**src/rtl/ctrl_defs_pkg.sv**
```systemverilog
// rtl/ctrl_defs_pkg.sv - shared encodings for the multicycle MIPS control FSM
package ctrl_defs;

   typedef enum logic [3:0] {
      ST_FETCH     = 4'd0,
      ST_DECODE    = 4'd1,
      ST_MEM_ADDR  = 4'd2,
      ST_MEM_READ  = 4'd3,
      ST_MEM_WB    = 4'd4,
      ST_MEM_WRITE = 4'd5,
      ST_R_EXEC    = 4'd6,
      ST_R_WB      = 4'd7,
      ST_BRANCH    = 4'd8,
      ST_JUMP      = 4'd9,
      ST_I_EXEC    = 4'd10,
      ST_I_WB      = 4'd11
   } state_t;

   localparam logic [5:0] OP_RTYPE = 6'b000000;
   localparam logic [5:0] OP_J     = 6'b000010;
   localparam logic [5:0] OP_BEQ   = 6'b000100;
   localparam logic [5:0] OP_ADDI  = 6'b001000;
   localparam logic [5:0] OP_SLTI  = 6'b001010;
   localparam logic [5:0] OP_ANDI  = 6'b001100;
   localparam logic [5:0] OP_ORI   = 6'b001101;
   localparam logic [5:0] OP_XORI  = 6'b001110;
   localparam logic [5:0] OP_LW    = 6'b100011;
   localparam logic [5:0] OP_SW    = 6'b101011;

   localparam logic [1:0] ALUOP_ADD = 2'b00;
   localparam logic [1:0] ALUOP_SUB = 2'b01;
   localparam logic [1:0] ALUOP_R   = 2'b10;
   localparam logic [1:0] ALUOP_I   = 2'b11;

   localparam logic [1:0] SRCB_B    = 2'b00;
   localparam logic [1:0] SRCB_FOUR = 2'b01;
   localparam logic [1:0] SRCB_IMM  = 2'b10;
   localparam logic [1:0] SRCB_IMM2 = 2'b11;

   localparam logic [1:0] PCSRC_ALU    = 2'b00;
   localparam logic [1:0] PCSRC_ALUOUT = 2'b01;
   localparam logic [1:0] PCSRC_JUMP   = 2'b10;

   // Unsupported opcodes map to FETCH, which is also how DECODE flags them illegal.
   function automatic state_t decode_next(input logic [5:0] op);
      case (op)
         OP_LW, OP_SW:                              return ST_MEM_ADDR;
         OP_RTYPE:                                  return ST_R_EXEC;
         OP_BEQ:                                    return ST_BRANCH;
         OP_J:                                      return ST_JUMP;
         OP_ADDI, OP_ANDI, OP_ORI, OP_XORI, OP_SLTI: return ST_I_EXEC;
         default:                                   return ST_FETCH;
      endcase
   endfunction

endpackage

```
**src/rtl/control_salidas.sv**
```systemverilog
// rtl/control_salidas.sv - Moore output decode of the control FSM, gated by mem_ready
module control_salidas
   import ctrl_defs::*;
(
   input  logic [3:0] estado,
   input  logic       mem_ready,
   input  logic       zero,
   input  logic       abort,
   output logic [1:0] ALUop,
   output logic       fnc_sel,
   output logic       pc_en,
   output logic [1:0] PCSource,
   output logic       IorD,
   output logic       MemRead,
   output logic       MemWrite,
   output logic       IRWrite,
   output logic       RegWrite,
   output logic       RegDst,
   output logic       MemtoReg,
   output logic       ALUSrcA,
   output logic [1:0] ALUSrcB,
   output logic       instr_done
);

   always_comb begin
      ALUop      = ALUOP_ADD;
      fnc_sel    = 1'b0;
      pc_en      = 1'b0;
      PCSource   = PCSRC_ALU;
      IorD       = 1'b0;
      MemRead    = 1'b0;
      MemWrite   = 1'b0;
      IRWrite    = 1'b0;
      RegWrite   = 1'b0;
      RegDst     = 1'b0;
      MemtoReg   = 1'b0;
      ALUSrcA    = 1'b0;
      ALUSrcB    = SRCB_B;
      instr_done = 1'b0;
      // abort covers reset and the memory timeout cycle: nothing may be written
      if (!abort) begin
         case (estado)
            ST_FETCH: begin
               MemRead = 1'b1;
               ALUSrcB = SRCB_FOUR;
               IRWrite = mem_ready;
               pc_en   = mem_ready;
            end
            ST_DECODE:   ALUSrcB = SRCB_IMM2;
            ST_MEM_ADDR: begin
               ALUSrcA = 1'b1;
               ALUSrcB = SRCB_IMM;
            end
            ST_MEM_READ: begin
               MemRead = 1'b1;
               IorD    = 1'b1;
            end
            ST_MEM_WB: begin
               RegWrite   = 1'b1;
               MemtoReg   = 1'b1;
               instr_done = 1'b1;
            end
            ST_MEM_WRITE: begin
               IorD       = 1'b1;
               MemWrite   = 1'b1;
               instr_done = mem_ready;
            end
            ST_R_EXEC: begin
               ALUSrcA = 1'b1;
               ALUop   = ALUOP_R;
            end
            ST_R_WB: begin
               RegWrite   = 1'b1;
               RegDst     = 1'b1;
               instr_done = 1'b1;
            end
            ST_BRANCH: begin
               ALUSrcA    = 1'b1;
               ALUop      = ALUOP_SUB;
               PCSource   = PCSRC_ALUOUT;
               pc_en      = zero;
               instr_done = 1'b1;
            end
            ST_JUMP: begin
               pc_en      = 1'b1;
               PCSource   = PCSRC_JUMP;
               instr_done = 1'b1;
            end
            ST_I_EXEC: begin
               ALUSrcA = 1'b1;
               ALUSrcB = SRCB_IMM;
               ALUop   = ALUOP_I;
               fnc_sel = 1'b1;
            end
            ST_I_WB: begin
               RegWrite   = 1'b1;
               instr_done = 1'b1;
            end
            default: ;
         endcase
      end
   end

endmodule

```
**src/rtl/control_multiciclo.sv**
```systemverilog
// rtl/control_multiciclo.sv - multicycle MIPS32 main control FSM with memory wait timeout
module control_multiciclo
   import ctrl_defs::*;
#(
   parameter int MEM_TIMEOUT = 15,
   parameter int CNT_W       = 4
) (
   input  logic       clk,
   input  logic       rst,
   input  logic [5:0] opcode,
   input  logic       zero,
   input  logic       mem_ready,
   output logic [1:0] ALUop,
   output logic       fnc_sel,
   output logic       pc_en,
   output logic [1:0] PCSource,
   output logic       IorD,
   output logic       MemRead,
   output logic       MemWrite,
   output logic       IRWrite,
   output logic       RegWrite,
   output logic       RegDst,
   output logic       MemtoReg,
   output logic       ALUSrcA,
   output logic [1:0] ALUSrcB,
   output logic       instr_done,
   output logic       illegal_op,
   output logic       mem_err,
   output logic [3:0] estado
);

   state_t             state_q, state_d;
   logic [CNT_W-1:0]   cnt_q, cnt_d;
   logic               mem_state;
   logic               timeout;

   always_ff @(posedge clk) begin
      if (rst) begin
         state_q <= ST_FETCH;
         cnt_q   <= '0;
      end else begin
         state_q <= state_d;
         cnt_q   <= cnt_d;
      end
   end

   always_comb begin
      state_d   = state_q;
      cnt_d     = '0;
      mem_state = (state_q == ST_FETCH) || (state_q == ST_MEM_READ) ||
                  (state_q == ST_MEM_WRITE);
      timeout   = mem_state && !mem_ready && (MEM_TIMEOUT != 0) &&
                  (cnt_q == CNT_W'(MEM_TIMEOUT));
      case (state_q)
         ST_FETCH:     if (mem_ready) state_d = ST_DECODE;
         ST_DECODE:    state_d = decode_next(opcode);
         ST_MEM_ADDR:  state_d = opcode[3] ? ST_MEM_WRITE : ST_MEM_READ;
         ST_MEM_READ:  if (mem_ready) state_d = ST_MEM_WB;
         ST_MEM_WRITE: if (mem_ready) state_d = ST_FETCH;
         ST_R_EXEC:    state_d = ST_R_WB;
         ST_I_EXEC:    state_d = ST_I_WB;
         default:      state_d = ST_FETCH;
      endcase
      if (timeout) state_d = ST_FETCH;
      // counts only while parked in a memory state; any exit clears it
      if (mem_state && !mem_ready && !timeout && (state_d == state_q))
         cnt_d = cnt_q + CNT_W'(1);
   end

   assign illegal_op = !rst && (state_q == ST_DECODE) && (decode_next(opcode) == ST_FETCH);
   assign mem_err    = !rst && timeout;
   assign estado     = rst ? 4'd0 : state_q;

   control_salidas u_salidas (
      .estado     (state_q),
      .mem_ready  (mem_ready),
      .zero       (zero),
      .abort      (rst | timeout),
      .ALUop      (ALUop),
      .fnc_sel    (fnc_sel),
      .pc_en      (pc_en),
      .PCSource   (PCSource),
      .IorD       (IorD),
      .MemRead    (MemRead),
      .MemWrite   (MemWrite),
      .IRWrite    (IRWrite),
      .RegWrite   (RegWrite),
      .RegDst     (RegDst),
      .MemtoReg   (MemtoReg),
      .ALUSrcA    (ALUSrcA),
      .ALUSrcB    (ALUSrcB),
      .instr_done (instr_done)
   );

endmodule
```
**config.mk**
```make
export PLATFORM = sky130hd
export DESIGN_NAME = control_multiciclo
export DESIGN_NICKNAME = d
export VERILOG_FILES = /design/src/rtl/ctrl_defs_pkg.sv /design/src/rtl/control_salidas.sv /design/src/rtl/control_multiciclo.sv
export SDC_FILE = /design/constraint.sdc
export NUM_CORES = 1
export LEC_CHECK = 0
export CORE_UTILIZATION = 35
export DETAILED_ROUTE_END_ITERATION = 8
export GPL_TIMING_DRIVEN = 1
export PLACE_DENSITY = 0.74
export RECOVER_POWER = 100
export SLEW_MARGIN = 20
export SYNTH_ARGS = -nofsm -noshare
export SYNTH_HDL_FRONTEND = slang
export SYNTH_HIERARCHICAL = 1
export SYNTH_SLANG_ARGS = --single-unit
```
**constraint.sdc**
```tcl
create_clock -name clk -period 5.2 [get_ports clk]
set_input_delay 1.04 -clock clk [delete_from_list [all_inputs] [get_ports clk]]
set_output_delay 1.04 -clock clk [all_outputs]
set_load 0.02 [all_outputs]
```
==> metrics.md <==
| Metric | Value |
|---|---|
| Status | finished clean |
| Worst hold-check path type | flip-flop to flip-flop |
| Core Area | 2450 um2 |
| Worst rel slew slack | 40.7% |
| Routability cong. | about 0.77 |
| Slew @ Worst Pin | about 0.9 ns |
| Top cell type's share of synthesized area | between 10% and 20% |
| Die extent in y | 52.8 um |
| Overall routing resource usage | between 15 and 20% |
| Initial cell density of the core | between 30 and 40% |
| Synth Area per Inst | 7.39 um2 |
| Async SR Flop Fraction | 0% |
| Top post-synthesis cells by count | 16 x nor2_1, 9 x nand2b_1, 8 x dfxtp_1, 8 x nor2b_1, 7 x a21oi_1 |
| Cell count after synthesis | between 100 and 150 |
| Number of iterations in the first detailed-routing pass | 4 |
| Die width | ~53 um |
| Wire length per cell | between 10 and 15 um |
| Post-synth cell types | 44 |
| Post-CTS Resized | 0 |
| Setup TNS | 0 ns |
| Post-synth top area cell | dfxtp_1 |
| Ratio of final minimum period to clock period | 92.6% |
| Netlist Area Pre-Place | around 900 um2 |
| R2r setup slk | approximately 2.8 ns |
| First-pass GRT wire length | roughly 3.7 mm |
| Grt ovf | 0 |
| CTS buffer count | 3 |
| Die area | approximately 2800 um2 |
| DRT Wirelength | about 2.2 mm |
| Vias | between 900 and 1k |
| Net Sw Power | between 0.04 and 0.05 mW |
| Crit path kind | input pin to primary output |
| Internal Pwr Total | ~0.11 mW |
| Final setup viols | 0 |
| Post CTS Setup Buffer Count | 0 |
| Fin cells | 179 |
| Top post-synthesis cells by area | dfxtp_1 18%, nor2_1 6.7%, nand2b_1 6.2% |
| Routed Antenna Nets | 0 |
| CP Max Fanout | 11 |
| Sequential share of power | 43.1% |
| CTS tree | built |
| H-tree level count | 1 |
| Placed Cells incl. Taps | 176 |
| Yosys warns | 6 |
| CP startpoint kind | input pin |
| FF-to-FF path depth | 5 |
| Area grow syn2layout | 36.9% |
| Number of nets in the layout | 162 |
| Synth Flop Type | dfxtp_1 |
| Clock Skew | about 0.0066 ns |
| Reg-to-Reg Start | state_q[0]$_SDFF_PP0_ |
| Worst EP required | approximately 4.2 ns |
| Hold Path Sink | cnt_q[0]$_SDFF_PP0_ |
| Initial antenna violation count | 0 |
| Root Buffer | clkbuf_4 |
| Port bufs | 32 |
| Cell row count | 18 |
| Worst slack, placed | around 0.51 ns |
| Switching share of power | roughly 30% |
| Largest net degree at the start of global routing | 30 |
| Hold Startpoint | cnt_q[0]$_SDFF_PP0_ |
| Comb pwr share | between 20% and 30% |
| Power per cell area | 130 nW/um2 |
| Final hold vios | 0 |
| Most instantiated library cell after synthesis | nor2_1 |
| Crit-path cells | dlygate4sd3_1 -> nor3_1 -> a22oi_1 -> o21bai_1 -> or4b_4 -> o22ai_2 -> dlygate4sd3_1 |
| Clk buf depth | 2 |
| RR Endpoint | state_q[1]$_SDFF_PP0_ |
| Fill count | roughly 250 |
| Vias/cell | approximately 5.4 |
| Fraction of final layout cells sized beyond drive strength 1 | roughly 6.7% |
| Flops & latches, synth | 8 |
| Clock sinks | 8 |
| RSZ-0062 raised after global routing | false |
| Power share of the clock group | 27.8% |
| Worst EP arrival | ~3.8 ns |
| CP peak stage delay | 0.71 ns |
| Max_cap viols | 0 |
| Io pins | 33 |
| Worst-path clk slew | ~0.050 ns |
| Max rail drop VDD | 0.0000919 V |
| F_max | 208 MHz |
| # DRC | 0 |
| Fin util | between 50% and 60% |
| Crit path top cell by count | dlygate4sd3_1 |
| Antenna diodes | 0 |
| Slowest-stage cell, CP | dlygate4sd3_1 |
| Hold path cells | 1 |
| Clock latency at the later pin of the worst-skew pair | approximately 0.25 ns |
| Mapped Nets | between 100 and 150 |
| EDFF count, synth | 0 |
| Leakage | around 0.47 nW |
| Final Critical Period | a little under 5 ns |
| 1st-iter DRT viols | 23 |
| HPWL Detailed | around 1.6 mm |
| Slew Limit Fails | 0 |
| Vias in the first global route | 867 |
| Setup WS post-layout | 0.382 ns |
| Sequential element share of the synthesized area | between 10% and 20% |
| Post-cts hold buffer count | 0 |
| Setup crit end kind | primary output |
## routing by layer
layer  GRT usage [%]  wire length (um)  vias to the layer above
met1            22.0              1040                      418
met2            30.4              1010                       37
met4            3.95                 0                        0
li1                -                 -                      512
met5               0                 0                        -
met3            2.03                97                        0
## layout make-up
type                            count  area, um2  area share (%)
Multi-Input combinational cell    103        683            55.3
Timing Repair Buffer               33        324            26.2
Clock buffer                        3       22.5            1.82
Inverter                            2       7.51           0.608
Tap cell                           30       37.5            3.04
Sequential cell                     8        160            13.0
## cell usage in the layout, fill, tap and decap left out, types with 2 or more instances in the layout
cell             count
xnor2_1              3
nor3b_1              3
or3_1                2
nor2_1              16
or4b_4               2
a211oi_1             4
and3_1               2
nand2_1              2
clkbuf_4             3
nor3_1               6
nand3_1              4
o41a_1               2
a21oi_1              7
nor2b_1              8
dlygate4sd3_1       25
clkdlybuf4s50_1      7
dfxtp_1              8
nand2b_1             9
nor4b_1              4
nand4b_1             2
xor2_1               2
o21ai_0              5
inv_1                2
## critical path, delay by kind of cell
kind	cells	cell delay (ns)
compound gates	3	0.65
buf+inv	2	1.40
simple gates	2	0.69
## stage by stage
step	hold WS (ns)	total power [mW]	area, um2
global placement	0.442	0.118	1220
global route	0.495	0.174	1230
finish	0.463	0.161	1230
CTS	0.469	0.165	1240
floorplan	0.431	0.0978	902
detailed placement	0.462	0.119	1220
## worst max path at each step
stage / from / endpoint / slack (ns) / cells after the start
floorplan: mem_ready / instr_done / 1.70 / 6
global placement: mem_ready / RegWrite / 0.57 / 7
detailed placement: mem_ready / RegWrite / 0.51 / 7
CTS: mem_ready / RegWrite / 0.51 / 7
global route: mem_ready / ALUSrcA / 0.18 / 7
finish: mem_ready / RegWrite / 0.38 / 7
## power groups by stage
stage                     sequential, mW  clock [mW]  combinational, mW
after CTS                         0.0692      0.0466             0.0492
after floorplan                   0.0658           0             0.0320
after detailed placement          0.0704           0             0.0490
after global routing              0.0701      0.0525             0.0512
final                             0.0693      0.0447             0.0466
after global placement            0.0702           0             0.0477
## sequential cells by signal (all words and copies together) (netlist names)
| name | count |
|---|---|
| state_q | 4 |
| cnt_q | 4 |
## logic make-up (layout without fill, tap and decap cells)
logic type               count (synthesis)  count (layout)  synth area share, %
AND/OR/NAND/NOR                         68              68                 46.0
AO/OA/AOI/OAI                           29              29                 23.4
buffers and inverters                   11              38                 6.52
flip-flops                               8               8                 17.8
XOR/XNOR                                 5               5                 4.86
adder cells (fa/ha/maj)                  1               1                 1.39
No activity file was read; power rests on OpenSTA's default activity.
